==> config.mk <==
export PLATFORM = sky130hd
export DESIGN_NAME = mc_core_sequencer
export DESIGN_NICKNAME = d
export VERILOG_FILES = /design/src/rtl/core_pkg.sv /design/src/rtl/mc_wait_timer.sv /design/src/rtl/mc_core_sequencer.sv
export SDC_FILE = /design/constraint.sdc
export NUM_CORES = 1
export LEC_CHECK = 0
export ABC_AREA = 1
export CORE_AREA = 3 3 202 125
export CTS_CLUSTER_DIAMETER = 120
export DETAILED_ROUTE_END_ITERATION = 10
export DIE_AREA = 0 0 205 128
export PLACE_DENSITY = 0.9
export SLEW_MARGIN = 20
export SYNTH_ARGS = -nofsm -noshare
export SYNTH_HDL_FRONTEND = slang
export SYNTH_HIERARCHICAL = 1
export SYNTH_SLANG_ARGS = --single-unit
==> constraint.sdc <==
create_clock -name clk -period 7.75 [get_ports clk]
set_input_delay 1.1625 -clock clk [delete_from_list [all_inputs] [get_ports clk]]
set_output_delay 1.1625 -clock clk [all_outputs]
set_load 0.02 [all_outputs]
==> src/rtl/core_pkg.sv <==
// Shared types and defaults for the multi-cycle core sequencer: state
// encoding, write-back source select and parameter defaults.
package core_pkg;

    localparam int XLEN_DEF     = 32;
    localparam int RESET_PC_DEF = 0;
    localparam int TIMEOUT_DEF  = 16;
    localparam int CNT_W_DEF    = 32;

    typedef enum logic [2:0] {
        ST_FETCH  = 3'd0,
        ST_DECODE = 3'd1,
        ST_EXEC   = 3'd2,
        ST_MEM    = 3'd3,
        ST_WB     = 3'd4,
        ST_FAULT  = 3'd5
    } state_t;

    typedef enum logic [1:0] {
        WB_PC4     = 2'd0,
        WB_ALU     = 2'd1,
        WB_LOAD    = 2'd2,
        WB_ALU_ALT = 2'd3
    } wb_sel_t;

    // Instruction addresses must be word aligned.
    function automatic logic misaligned(input logic [1:0] lsb);
        return lsb != 2'b00;
    endfunction

endpackage

==> src/rtl/mc_wait_timer.sv <==
// Wait-cycle counter shared by the instruction and data memory waits.
// expired is high in the waiting cycle that reaches LIMIT without an ack.
module mc_wait_timer
    import core_pkg::*;
#(
    parameter int LIMIT = TIMEOUT_DEF
) (
    input  logic clk,
    input  logic rst,
    input  logic clear,
    input  logic count,
    output logic expired
);

    localparam int W = $clog2(LIMIT + 1);

    logic [W-1:0] cnt_q;

    assign expired = count && (cnt_q == W'(LIMIT - 1));

    // Saturates at LIMIT-1; the sequencer leaves the waiting state on expiry.
    always_ff @(posedge clk or posedge rst) begin
        if (rst) begin
            cnt_q <= '0;
        end else if (clear) begin
            cnt_q <= '0;
        end else if (count && !expired) begin
            cnt_q <= cnt_q + W'(1);
        end
    end

endmodule

==> src/rtl/mc_core_sequencer.sv <==
// Multi-cycle instruction sequencer: FETCH -> DECODE -> EXEC -> [MEM] -> WB,
// with a sticky FAULT state for memory timeouts and misaligned next-pc.
module mc_core_sequencer
    import core_pkg::*;
#(
    parameter int               XLEN     = XLEN_DEF,
    parameter logic [XLEN-1:0]  RESET_PC = XLEN'(RESET_PC_DEF),
    parameter int               TIMEOUT  = TIMEOUT_DEF,
    parameter int               CNT_W    = CNT_W_DEF
) (
    input  logic              clk,
    input  logic              rst,
    // Instruction fetch port
    output logic              imem_req,
    output logic [XLEN-1:0]   imem_addr,
    input  logic              imem_ack,
    input  logic [31:0]       imem_rdata,
    // Data memory port
    output logic              dmem_req,
    output logic              dmem_we,
    output logic [XLEN-1:0]   dmem_addr,
    output logic [XLEN-1:0]   dmem_wdata,
    input  logic              dmem_ack,
    input  logic [XLEN-1:0]   dmem_rdata,
    // Decoder controls, sampled in DECODE
    input  logic              ctrl_rd_en,
    input  logic              ctrl_wr_en,
    input  logic              ctrl_reg_wr,
    input  logic [1:0]        ctrl_wb_sel,
    input  logic              br_taken,
    // Datapath results, sampled in EXEC
    input  logic [XLEN-1:0]   alu_out,
    input  logic [XLEN-1:0]   store_data,
    // Status
    output logic [XLEN-1:0]   pc,
    output logic [31:0]       instr,
    output logic              reg_wr_en,
    output logic [XLEN-1:0]   wb_data,
    output logic              retire,
    output logic [CNT_W-1:0]  instret,
    output logic              fault,
    output logic [2:0]        state
);

    // Memory handshake (both ports): req and its address/data are held
    // stable from the first request cycle through the cycle in which ack is
    // sampled high; ack in the same cycle as req completes the transfer, and
    // ack seen while the port is not requesting is ignored.

    state_t           state_q;
    logic [XLEN-1:0]  pc_q;
    logic [31:0]      instr_q;
    logic [CNT_W-1:0] instret_q;
    logic             fault_q;

    logic             ctrl_rd_q;
    logic             ctrl_wr_q;
    logic             ctrl_reg_wr_q;
    wb_sel_t          wb_sel_q;
    logic             br_taken_q;

    logic [XLEN-1:0]  alu_q;
    logic [XLEN-1:0]  sdata_q;
    logic [XLEN-1:0]  ld_q;

    logic [XLEN-1:0]  pc_plus4;
    logic [XLEN-1:0]  next_pc;
    logic             pc_bad;
    logic             in_fetch;
    logic             in_mem;
    logic             in_wb;
    logic             tmr_clear;
    logic             tmr_count;
    logic             tmr_expired;

    assign pc_plus4 = pc_q + XLEN'(4);
    assign next_pc  = br_taken_q ? alu_q : pc_plus4;
    assign pc_bad   = misaligned(next_pc[1:0]);

    assign in_fetch = (state_q == ST_FETCH);
    assign in_mem   = (state_q == ST_MEM);
    assign in_wb    = (state_q == ST_WB);

    // The timer only runs while waiting on a memory port; every other state
    // holds it at zero, so each FETCH or MEM visit starts from a clean count.
    assign tmr_clear = !(in_fetch || in_mem);
    assign tmr_count = (in_fetch && !imem_ack) || (in_mem && !dmem_ack);

    mc_wait_timer #(
        .LIMIT (TIMEOUT)
    ) u_wait_timer (
        .clk     (clk),
        .rst     (rst),
        .clear   (tmr_clear),
        .count   (tmr_count),
        .expired (tmr_expired)
    );

    // Port strobes are decoded from the registered state; rst gates them so
    // nothing is requested while reset is held even though state reads FETCH.
    assign imem_req   = in_fetch && !rst;
    assign imem_addr  = pc_q;
    assign dmem_req   = in_mem && !rst;
    assign dmem_we    = in_mem && ctrl_wr_q && !rst;
    assign dmem_addr  = alu_q;
    assign dmem_wdata = sdata_q;

    assign reg_wr_en  = in_wb && ctrl_reg_wr_q;
    assign retire     = in_wb && !pc_bad;

    assign pc         = pc_q;
    assign instr      = instr_q;
    assign instret    = instret_q;
    assign fault      = fault_q;
    assign state      = state_q;

    always_comb begin
        wb_data = alu_q;
        case (wb_sel_q)
            WB_PC4:  wb_data = pc_plus4;
            WB_LOAD: wb_data = ld_q;
            default: wb_data = alu_q;
        endcase
    end

    always_ff @(posedge clk or posedge rst) begin
        if (rst) begin
            state_q       <= ST_FETCH;
            pc_q          <= RESET_PC;
            instr_q       <= '0;
            instret_q     <= '0;
            fault_q       <= 1'b0;
            ctrl_rd_q     <= 1'b0;
            ctrl_wr_q     <= 1'b0;
            ctrl_reg_wr_q <= 1'b0;
            wb_sel_q      <= WB_PC4;
            br_taken_q    <= 1'b0;
            alu_q         <= '0;
            sdata_q       <= '0;
            ld_q          <= '0;
        end else begin
            case (state_q)
                ST_FETCH: begin
                    if (imem_ack) begin
                        instr_q <= imem_rdata;
                        state_q <= ST_DECODE;
                    end else if (tmr_expired) begin
                        fault_q <= 1'b1;
                        state_q <= ST_FAULT;
                    end
                end
                ST_DECODE: begin
                    ctrl_rd_q     <= ctrl_rd_en;
                    ctrl_wr_q     <= ctrl_wr_en;
                    ctrl_reg_wr_q <= ctrl_reg_wr;
                    wb_sel_q      <= wb_sel_t'(ctrl_wb_sel);
                    br_taken_q    <= br_taken;
                    state_q       <= ST_EXEC;
                end
                ST_EXEC: begin
                    alu_q   <= alu_out;
                    sdata_q <= store_data;
                    state_q <= (ctrl_rd_q || ctrl_wr_q) ? ST_MEM : ST_WB;
                end
                ST_MEM: begin
                    if (dmem_ack) begin
                        ld_q    <= dmem_rdata;
                        state_q <= ST_WB;
                    end else if (tmr_expired) begin
                        fault_q <= 1'b1;
                        state_q <= ST_FAULT;
                    end
                end
                ST_WB: begin
                    // A misaligned target faults without committing pc or count.
                    if (pc_bad) begin
                        fault_q <= 1'b1;
                        state_q <= ST_FAULT;
                    end else begin
                        pc_q      <= next_pc;
                        instret_q <= instret_q + CNT_W'(1);
                        state_q   <= ST_FETCH;
                    end
                end
                ST_FAULT: begin
                    state_q <= ST_FAULT;
                end
                default: begin
                    fault_q <= 1'b1;
                    state_q <= ST_FAULT;
                end
            endcase
        end
    end

endmodule

==> results, run 1 <==
- The part of the total power dissipated in the clock network is 45.6%.
- The flow ran to the end, and the final reports show no timing, DRC or antenna violations.
- Setup violations remaining at the end of the flow were counted as 0.
- The wire length per cell after detailed routing is 18.9 um.
- The buffer depth of the longest clock path is 3.
- The first routing iteration left 1176 violations.
- The cell count after synthesis is 1402.
- In this run the tightest slew margin relative to its limit is 33.0%.
- The overall power consumption is 2.33 mW.
- At the pin with the least slew margin, the transition time is 1.00 ns.
- Entering global routing, the biggest net connects 126 pins.
- The worst hold path belongs to the class flop to flop.
- The post-placement setup slack is 3.55 ns.
- The portion of the clock cycle consumed by the worst path in the final layout is 61.8%.
- The count of different cell masters after synthesis is 37.
- After clock tree synthesis, the flow added hold-fix buffers numbering 0.
- In this run the remaining antenna-violating nets after routing total 0.
- The worst path meets setup with 2.96 ns of slack.
- The maximum resistive drop on vdd is 0.143 mV.
- Internal power comes to 1.80 mW.
- The first global-routing pass estimated 58.7 mm of wire.
- Once the clock tree was built, the setup fixing pass inserted 0 buffers.
- In this run, CTS created clock tree buffers numbering 21.
- The number of H-tree levels is 1.
- The net switching share of the total power is 22.4%.
- The first detailed-routing pass took 5 iterations.
- The category of the worst setup path capture point is a primary output.
- CTS placed an instance of sky130_fd_sc_hd__clkbuf_16 at the clock tree root.
- The total area inside the core boundary comes to 23200 um2.
- The width of the die is 205 um.
- TritonCTS built the clock tree.
- The final wirelength is 38.7 mm.
- The clock drives 207 sinks.
- The count of final max-slew check failures is 0.
- In the routed design, unresolved DRC markers number 0.
- The number of port buffers is 370.
- The largest individual stage delay along the critical path comes from the cell sky130_fd_sc_hd__inv_1.
- The clock latency of the later-clocked register in the worst-skew pair is 0.50 ns.
- The data required time of the critical path is 6.59 ns.
- The critical path goes through inv_1 > nand2_1 > inv_1 > nand2_1 > o211ai_1 > clkdlybuf4s50_1.
- Cells fill 65.0% of the core in the end.
- The worst register-to-register path has a depth of 9.
- The total routing usage reported by global routing is 28.6%.
- On the final layout, the worst hold slack is 0.487 ns.
- Along the worst path, the maximum fanout reaches 32.
- The die extent in y is 128 um.
- The internal reg-to-reg setup slack is 4.97 ns.
- The final count of hold timing violations is 0.
- For the final routed database, the setup TNS stands at 0 ns.
- The clock slew seen by the registers of the worst setup and hold paths is 0.06 ns.
- By startpoint and endpoint, the worst setup path is classified as flop to primary output.
- The hold-critical path depth is 2.
- The number of max-cap violations is 0.
- Setup repair after global routing left no endpoint under its margin.
- The origin of the critical flop-to-flop path is br_taken_q.
- In this run the mean area of a mapped cell was 7.65 um2.
- In this run the critical register-to-register path is captured at instret[24].
- The clock tree skew after final layout is 0.0116 ns.
- For this design the static power due to leakage is 6.89 nW.
- The worst setup path is launched from a flop.
- Combinational logic burns 7.0% of the power.
- The register bit total from synthesis is 207.
- After layout, the minimum clock period comes to 4.79 ns.
- The ratio of total power to cell area is 154 nW/um2.
- The number of top-level design ports is 371.
- The die covers 26200 um2.
- The initialized floorplan defines 43 standard-cell rows.
- The count of nets after finishing is 1863.
- The number of gates resized after CTS was 0.
- The worst min-delay path endpoint is dmem_wdata[28].
- The power share of the sequential group is 47.4%.
- The final weighted congestion in routability-driven placement is 1.03.
- For the worst setup path, the data arrival time is 3.63 ns.
- The number of nets in the synthesized netlist is 1544.
- The post-route netlist has 4.72% of its cells at a drive strength greater than 1.
- The starting density of the core is 46.2%.
- During synthesis, Yosys emitted a total of 6 warnings.
- The wire-length estimate of the detail-placed layout is 30.0 mm.
- The fmax is 209 MHz.
- The via count of the first global-routing pass is 10400.
- Sequential cells were found to cover 48.3% of the synthesized design area.
- The layout overhead on the synthesized area is 40.8%.
- After detailed routing, the number of vias per cell comes to 5.28.
- The delay of the slowest cell on the worst path is 0.75 ns.
- The number of antenna violations at the first check in global routing came to 2.
- The startpoint of the most critical hold path is dmem_wdata[28].
- Detailed routing inserted a total of 10800 vias.
- The switching power of the nets is 520 uW.
- The final global-route overflow total is 0.
- The mapped netlist covers 10700 um2.
-- worst max-delay path, delay by kind of cell, from the launching register on --
family,cells,cell delay [ns]
flip-flops,1,0.67
buffers and inverters,3,2.02
AO/OA/AOI/OAI,1,0.17
AND/OR/NAND/NOR,2,0.26
-- sequential cells by signal, summed over array words and instances, names as in the netlist, 2 cells and up --
name                cells
state                   3
instret                32
dmem_wdata             32
dmem_addr              32
wb_sel_q                2
instr                  32
imem_addr              32
ld_q                   32
u_wait_timer/cnt_q      5
-- area by class of cell --
type,instances,area (um2)
fill,1892,8130
sequential,207,5180
multi-input combinational,1017,4680
timing repair buffer,377,3760
clock buffer,29,616
tap,315,394
inverter,97,372
clock inverter,9,108
antenna,1,2.50
-- cells in the mapped netlist, drive strengths merged --
| cell | n | share of area (%) |
|---|---|---|
| nand2 | 619 | 22 |
| dfrtp | 207 | 48 |
| nor2 | 135 | 5.2 |
| inv | 97 | 3.4 |
| buf | 67 | 4.2 |
| nand3 | 63 | 3.0 |
| o21ai | 51 | 2.4 |
| a21oi | 42 | 2.0 |
| mux2 | 35 | 3.7 |
| xor2 | 15 | 1.2 |
| clkbuf | 14 | 0.49 |
| nand3b | 13 | 0.91 |
| o211ai | 9 | 0.63 |
| xnor2 | 8 | 0.65 |
| a22oi | 4 | 0.28 |
| ha | 4 | 0.47 |
| o221ai | 4 | 0.33 |
| nand4 | 3 | 0.17 |
| nor3 | 3 | 0.24 |
| a31oi | 2 | 0.12 |
| and2 | 2 | 0.12 |
| o21bai | 2 | 0.14 |
| a21o | 1 | 0.070 |
| nor3b | 1 | 0.070 |
| o22ai | 1 | 0.058 |
-- cell families (layout without fill, tap and decap cells) --
group           Yosys count  after routing  share of synthesized area (%)
simple gates            839            839                           31.6
flops                   207            207                           48.3
buf+inv                 178            512                           8.11
compound gates          116            116                           5.96
mux                      35             35                           3.67
xor+xnor                 23             23                           1.88
fa+ha+maj                 4              4                          0.467
other cells               0              1                              0
-- cells in the final DEF, fill, tap and decap left out, drive strengths merged --
master	instances
a21o	1
a21oi	42
a22oi	4
a31oi	2
and2	2
buf	7
bufinv	2
clkbuf	29
clkdlybuf4s50	370
clkinv	4
clkinvlp	2
dfrtp	207
diode	1
ha	4
inv	98
mux2	35
nand2	619
nand3	63
nand3b	13
nand4	3
nor2	135
nor3	3
nor3b	1
o211ai	9
o21ai	51
o21bai	2
o221ai	4
o22ai	1
xnor2	8
xor2	15
-- per-layer routing --
layer	share of wire (%)	wire length, um	up-vias	global-route usage, %
li1	-	-	4997	-
met1	42	16100	5156	39.3
met2	45	17400	597	45.2
met3	11	4090	84	7.76
met4	2.8	1090	2	7.19
met5	0.052	20	-	0
-- worst max path at each step --
stage	end	start	slack, ns
after detailed placement	wb_data[10]	wb_sel_q[0]	3.55
after CTS	wb_data[10]	wb_sel_q[0]	2.99
after global placement	wb_data[17]	wb_sel_q[0]	3.57
after global routing	wb_data[10]	wb_sel_q[0]	2.81
final	wb_data[10]	wb_sel_q[0]	2.96
after floorplan	br_taken_q	rst	1.08
-- power by group through the flow --
stage	logic (mW)	registers (mW)	clock network (mW)
after floorplan	0.0602	1.12	0
after global placement	0.161	1.12	0
after detailed placement	0.165	1.12	0
after CTS	0.165	1.10	1.07
after global routing	0.177	1.10	1.12
final	0.163	1.10	1.06
-- per-stage QoR --
step / cell area [um2] / cells
global route: 15100 / 2052
finish: 15100 / 2052
floorplan: 10700 / 1402
global placement: 14400 / 2013
detailed placement: 14400 / 2013
CTS: 15100 / 2051
Power figures use the tool's default switching activity.
==> run 2, diff against run 1 <==
CORE_AREA = 3 3 211 130   (was 3 3 202 125)
DIE_AREA = 0 0 214 133   (was 0 0 205 128)
PLACE_DENSITY = 0.87   (was 0.9)
clock period = 4.4 ns   (was 7.75 ns; I/O delays follow)
==> results, run 2 (same netlist as run 1, synthesis figures left out) <==
- The run finished with clean final reports.
- Max-cap violations in this run came to 0.
- In the routed layout, each cell is associated on average with a via count of 5.19.
- The die extent in y is 133 um.
- Pin placement for this block handled 371 I/O pins.
- The final global-route overflow total is 0.
- Once routing completed, OpenROAD measured the worst setup slack at 0.864 ns.
- For this run, the detailed router's first-pass iteration total came to 6.
- The total routing usage reported by global routing is 26.3%.
- The final count of hold timing violations is 0.
- Measured against its own limit, the worst slew margin works out to 44.1%.
- Clock skew on the completed layout was measured at 0.0256 ns.
- The core footprint is 25400 um2.
- Detailed routing inserted a total of 10900 vias.
- The final wirelength is 38.8 mm.
- Hold repair after CTS inserted 0 buffers.
- The die covers 28500 um2.
- At the pin with the least slew margin, the transition time is 0.838 ns.
- Entering global routing, the biggest net connects 84 pins.
- Gates resized during post-CTS repair numbered 0.
- The via count of the first global-routing pass came to 10500.
- The ratio of total power to cell area is 265 nW/um2.
- The clock tree from TritonCTS is built.
- The final cell count without fillers is 2097.
- Port buffering added 370 buffers.
- At the end of the flow the core is filled with cells to 59.7%.
- The starting density of the core is 42.2%.
- Data on the critical path is required at its endpoint by 3.74 ns.
- The wire length per cell after detailed routing is 18.5 um.
- The final weighted congestion in routability-driven placement is 1.01.
- The leakage power is 6.90 nW.
- At the end of the flow, the number of nets in the layout was 1870.
- The final antenna-violating net count is 0.
- In this run the worst path has a maximum fanout of 28.
- Setup violations remaining at the end of the flow were counted as 0.
- Cells with a size suffix above 1 make up 4.83% of the layout.
- The routed design could run at a clock period as short as 3.54 ns.
- The first global-routing pass estimated 59.4 mm of wire.
- The number of H-tree levels is 1.
- The worst setup path is of the flop to primary output kind.
- Across the VDD grid, the largest voltage drop is 0.218 mV.
- The count of final max-slew check failures is 0.
- For the worst setup path, the data arrival time is 2.88 ns.
- The number of clock sinks is 207.
- The worst setup path is launched from a flop.
- For the final routed database, the setup TNS stands at 0 ns.
- The worst setup path is captured at a primary output.
- Clock tree synthesis selected as its root buffer the cell sky130_fd_sc_hd__clkbuf_16.
- The top cell types in the final layout, fill and taps aside, are 613 x sky130_fd_sc_hd__nand2_1, 370 x sky130_fd_sc_hd__clkdlybuf4s50_1, 207 x sky130_fd_sc_hd__dfrtp_1.
- The final routed DRC violation total is 0.
- The number of placement rows is 45.
- Derived from the worst setup path, the maximum achievable clock frequency is 283 MHz.
- In this run the post-CTS setup repair buffer count came out at 0.
- In this run the worst hold path is classified as flop to flop.
- The width of the die is 214 um.
- The library cell used most frequently in the layout, excluding fill and tap cells, is sky130_fd_sc_hd__nand2_1.
- The buffer depth of the longest clock path is 3.
- Including well taps, the total number of placed cells is 2056.
- Dividing the final minimum period by the clock period gives 80.4%.
- The layout overhead on the synthesized area is 41.4%.
- With fillers left out, the area of the finished cells amounts to 15200 um2.
- The clock latency of the later-clocked register in the worst-skew pair is 0.53 ns.
- Once placement finished, the instance area stood at 14500 um2.
- The clock slew seen by the registers of the worst setup and hold paths is 0.06 ns.
- Summed over all nets, the half-perimeter wirelength after detailed placement is 29.7 mm.
- Setup repair after global routing left no endpoint under its margin.
- Before CTS, the worst setup slack after placement is 1.45 ns.
- The first routing iteration left 1123 violations.
- The number of antenna violations at the first check in global routing is 7.
- In this run, CTS created clock tree buffers numbering 22.
- Counting the fill cells in the layout gives 2186.
==> run 2: where the power goes <==
group / internal (mW) / total [mW] / switching [mW]
combinational: 0.160 / 0.300 / 0.140
sequential: 1.92 / 1.94 / 0.0196
clock: 1.01 / 1.79 / 0.781
==> run 2: final timing paths <==
path | from | to | slack (ns) | cells past startpoint
max | wb_sel_q[0] | wb_data[17] | 0.86 | 7
min | ld_q[11] | ld_q[11] | 0.48 | 2
min reg2reg | ld_q[11] | ld_q[11] | 0.48 | 2
max in group asynchronous | rst | instret[31] | 2.92 | 3
max reg2reg | br_taken_q | instret[31] | 2.03 | 9
min in group asynchronous | rst | u_wait_timer/cnt_q[2] | 0.52 | 2
==> run 2: through the flow <==
stage               total power [mW]  hold WS [ns]
global route                    4.16         0.491
detailed placement              2.28         0.464
finish                          4.03         0.475
CTS                             4.06         0.481
global placement                2.27         0.461
floorplan                       2.07         0.439
==> run 2: critical path, stage by stage, from the launching register on <==
cell	delay (ns)
sky130_fd_sc_hd__dfrtp_1	0.69
sky130_fd_sc_hd__inv_1	0.18
sky130_fd_sc_hd__nand2_1	0.06
sky130_fd_sc_hd__inv_1	0.12
sky130_fd_sc_hd__buf_4	0.33
sky130_fd_sc_hd__nand2_1	0.12
sky130_fd_sc_hd__o211ai_1	0.14
sky130_fd_sc_hd__clkdlybuf4s50_1	0.68
==> run 2: area by class of cell <==
| type | instances | area [um2] | share of cell area (%) |
|---|---|---|---|
| Sequential cell | 207 | 5180 | 34.1 |
| Multi-Input combinational cell | 1017 | 4680 | 30.9 |
| Timing Repair Buffer | 383 | 3800 | 25.1 |
| Clock buffer | 31 | 634 | 4.18 |
| Tap cell | 352 | 440 | 2.90 |
| Inverter | 97 | 368 | 2.42 |
| Clock inverter | 5 | 50.0 | 0.330 |
| Antenna cell | 5 | 12.5 | 0.0825 |
==> run 2: per-layer routing <==
metal / track usage (%) / vias to the layer above / wire length (um)
met4: 10.0 / 6 / 1530
met2: 40.1 / 591 / 16800
met3: 8.38 / 110 / 4270
li1: - / 5019 / -
met1: 35.1 / 5155 / 16100
met5: 0 / - / 42
==> run 3, diff against run 2 <==
clock period = 3.2 ns   (was 4.4 ns; I/O delays follow)
==> results, run 3 (same netlist as run 1, synthesis figures left out) <==
- The run finished with clean final reports.
- In this run the standard cell core region covers 25400 um2.
- In the layout the commonest cells are 613 x sky130_fd_sc_hd__nand2_1, 353 x sky130_fd_sc_hd__clkdlybuf4s50_1, 187 x sky130_fd_sc_hd__dfrtp_1.
- The count of final max-slew check failures is 0.
- Global routing finished with a remaining overflow of 0.
- The die is 214 um wide.
- The leakage power is 7.03 nW.
- The number of clock sinks is 207.
- The maximum resistive drop on vdd is 0.409 mV.
- At the worst endpoint, the required time is 2.72 ns.
- CTS placed an instance of sky130_fd_sc_hd__clkbuf_16 at the clock tree root.
- Excluding fillers, the count of instances in the completed layout stands at 2103.
- Between clock sinks in the finished design, the worst skew comes to 0.0172 ns.
- The library cell used most frequently in the layout, excluding fill and tap cells, is sky130_fd_sc_hd__nand2_1.
- Setup repair after global routing could not meet its margin everywhere.
- STA classifies the critical path startpoint as a flop.
- The total routing usage reported by global routing is 26.4%.
- The via count of the first global-routing pass is 10400.
- Of the available clock period, the critical path in the final layout requires 95.7%.
- The number of top-level design ports is 371.
- Per report_power, the sequential group accounts for 47.1% of the total.
- The critical path in this run is classified as flop to primary output.
- Before antenna repair, the detailed router went through 6 iterations.
- The part of the total power dissipated in combinational logic is 7.7%.
- Once placement completed, the tool counted placed cells totaling 2060.
- The hold buffer count at cts is 0.
- The count of nets after finishing is 1873.
- The number of port buffers is 370.
- The layout overhead on the synthesized area is 43.3%.
- The tightest slew margin relative to the limit is 45.0%.
- The clock slew seen by the registers of the worst setup and hold paths is 0.07 ns.
- The part of the total power dissipated in the clock network is 45.2%.
- The arrival time at the worst endpoint is 2.58 ns.
- The ratio of total power to cell area is 367 nW/um2.
- Across the run, the number of max-cap violations was 0.
- In this run switching power makes up 23.3% of total power.
- The internal portion of total power is 4.32 mW.
- TritonCTS built the clock tree.
- The fraction of layout cells with a size suffix above 1 is 6.87%.
- After detailed routing, the average wire length per cell comes to 18.4 um.
- The final setup violation count is 0.
- In the routed layout, each cell is associated on average with a via count of 5.13.
- The final count of hold timing violations came to 0.
- At the end of routability-driven placement, the weighted congestion stood at 0.984.
- For the worst-skew pair, the clock arrives at the later sink with an insertion delay of 0.52 ns.
- Derived from the worst setup path, the maximum achievable clock frequency is 327 MHz.
- The post-CTS repair timing setup buffer count is 0.
- In this run the remaining antenna-violating nets after routing total 0.
- The final routed DRC violation total is 0.
- The worst hold path belongs to the class primary input to async pin.
- The floorplan step defined a die boundary enclosing 28500 um2.
- Across all setup checks in the final design, the least slack found is 0.138 ns.
- In this run the number of H-tree levels came out at 1.
- The final wirelength is 38.7 mm.
- At the pin with the least slew margin, the transition time is 0.825 ns.
- The wire length of the first global-routing pass is 59.5 mm.
- Summed over all nets, the half-perimeter wirelength after detailed placement is 29.9 mm.
- Of all nets on the critical path, the largest fanout is 7.
- After routing the design area is 15400 um2.
- The category of the worst setup path capture point is a primary output.
- On the final layout, the worst hold slack is 0.379 ns.
- In this run, CTS created clock tree buffers numbering 21.
- The die extent in y is 133 um.
- Entering global routing, the biggest net connects 72 pins.
- The post-detailed-placement cell area is 14600 um2.
- At the placement stage, the worst setup path has a slack of 0.470 ns.
- The number of DRC markers after the initial detailed-route iteration is 1067.
- The longest clock path from root to sink contains 3 buffers.
- The minimum clock period after layout is 3.06 ns.
- In this run the register-to-register setup slack is 1.17 ns.
- Row generation in the floorplan step produced 45 rows.
- The analysis attributes to net switching a power of 1.32 mW.
- The starting density of the core is 42.2%.
- The detailed-route via count is 10800.
- The number of antenna violations at the first check in global routing is 4.
-- run 3: through the flow --
stage               power (mW)  TNS (ns)  util (%)
floorplan                 2.85         0         -
global placement          3.14         0      57.5
detailed placement        3.15         0      57.5
CTS                       5.70         0      60.2
global route              5.83   -0.0141      60.5
finish                    5.64         0      60.5
-- run 3: power groups by stage --
stage               Combinational, mW  Sequential, mW  Clock (mW)
floorplan                       0.146            2.70           0
global placement                0.437            2.70           0
detailed placement              0.441            2.71           0
CTS                             0.442            2.66        2.60
global route                    0.470            2.66        2.70
finish                          0.437            2.66        2.55
-- run 3: path summary, 6_finish.rpt --
| check | from | endpoint | cells past startpoint |
|---|---|---|---|
| setup / recovery | imem_addr[7] | wb_data[29] | 9 |
| hold / removal | rst | u_wait_timer/cnt_q[0] | 2 |
| setup reg to reg | state[1] | instret[24] | 9 |
| hold reg to reg | ld_q[4] | ld_q[4] | 2 |
| max in group asynchronous | rst | dmem_wdata[0] | 3 |
| min in group clk | ld_q[4] | ld_q[4] | 2 |
-- run 3: cell type report --
| type | instances | area, um2 |
|---|---|---|
| timing repair buffer | 387 | 3950 |
| antenna | 5 | 12.5 |
| tap | 352 | 440 |
| fill | 2176 | 10000 |
| clock buffer | 28 | 582 |
| sequential | 207 | 5200 |
| inverter | 97 | 368 |
| clock inverter | 10 | 114 |
| multi-input combinational | 1017 | 4700 |
-- run 3: repair_timing --
| item | CTS | global route |
|---|---|---|
| pin swaps | 0 | 0 |
| endpoints found under the setup margin | 6 | 18 |
| resized for setup | 4 | 34 |
-- run 3: critical path: stages (launching register included) --
cell and delay, ns:
sky130_fd_sc_hd__dfrtp_2 0.48, sky130_fd_sc_hd__nand2_1 0.12, sky130_fd_sc_hd__nor2_2 0.16, sky130_fd_sc_hd__nand2_2 0.15, sky130_fd_sc_hd__nor2_2 0.17, sky130_fd_sc_hd__nand3_1 0.11
sky130_fd_sc_hd__nand2_1 0.10, sky130_fd_sc_hd__nand2_1 0.05, sky130_fd_sc_hd__nand3_1 0.10, sky130_fd_sc_hd__clkdlybuf4s50_1 0.63
-- run 3: routing by layer --
metal | wire, um | part of all wire, % | global-route usage, % | vias up
met5 | 0 | 0 | 0 | -
met4 | 1240 | 3.2 | 7.95 | 0
met3 | 4200 | 11 | 8.03 | 72
met2 | 16700 | 43 | 39.8 | 560
met1 | 16600 | 43 | 36.7 | 5127
li1 | - | - | - | 5022
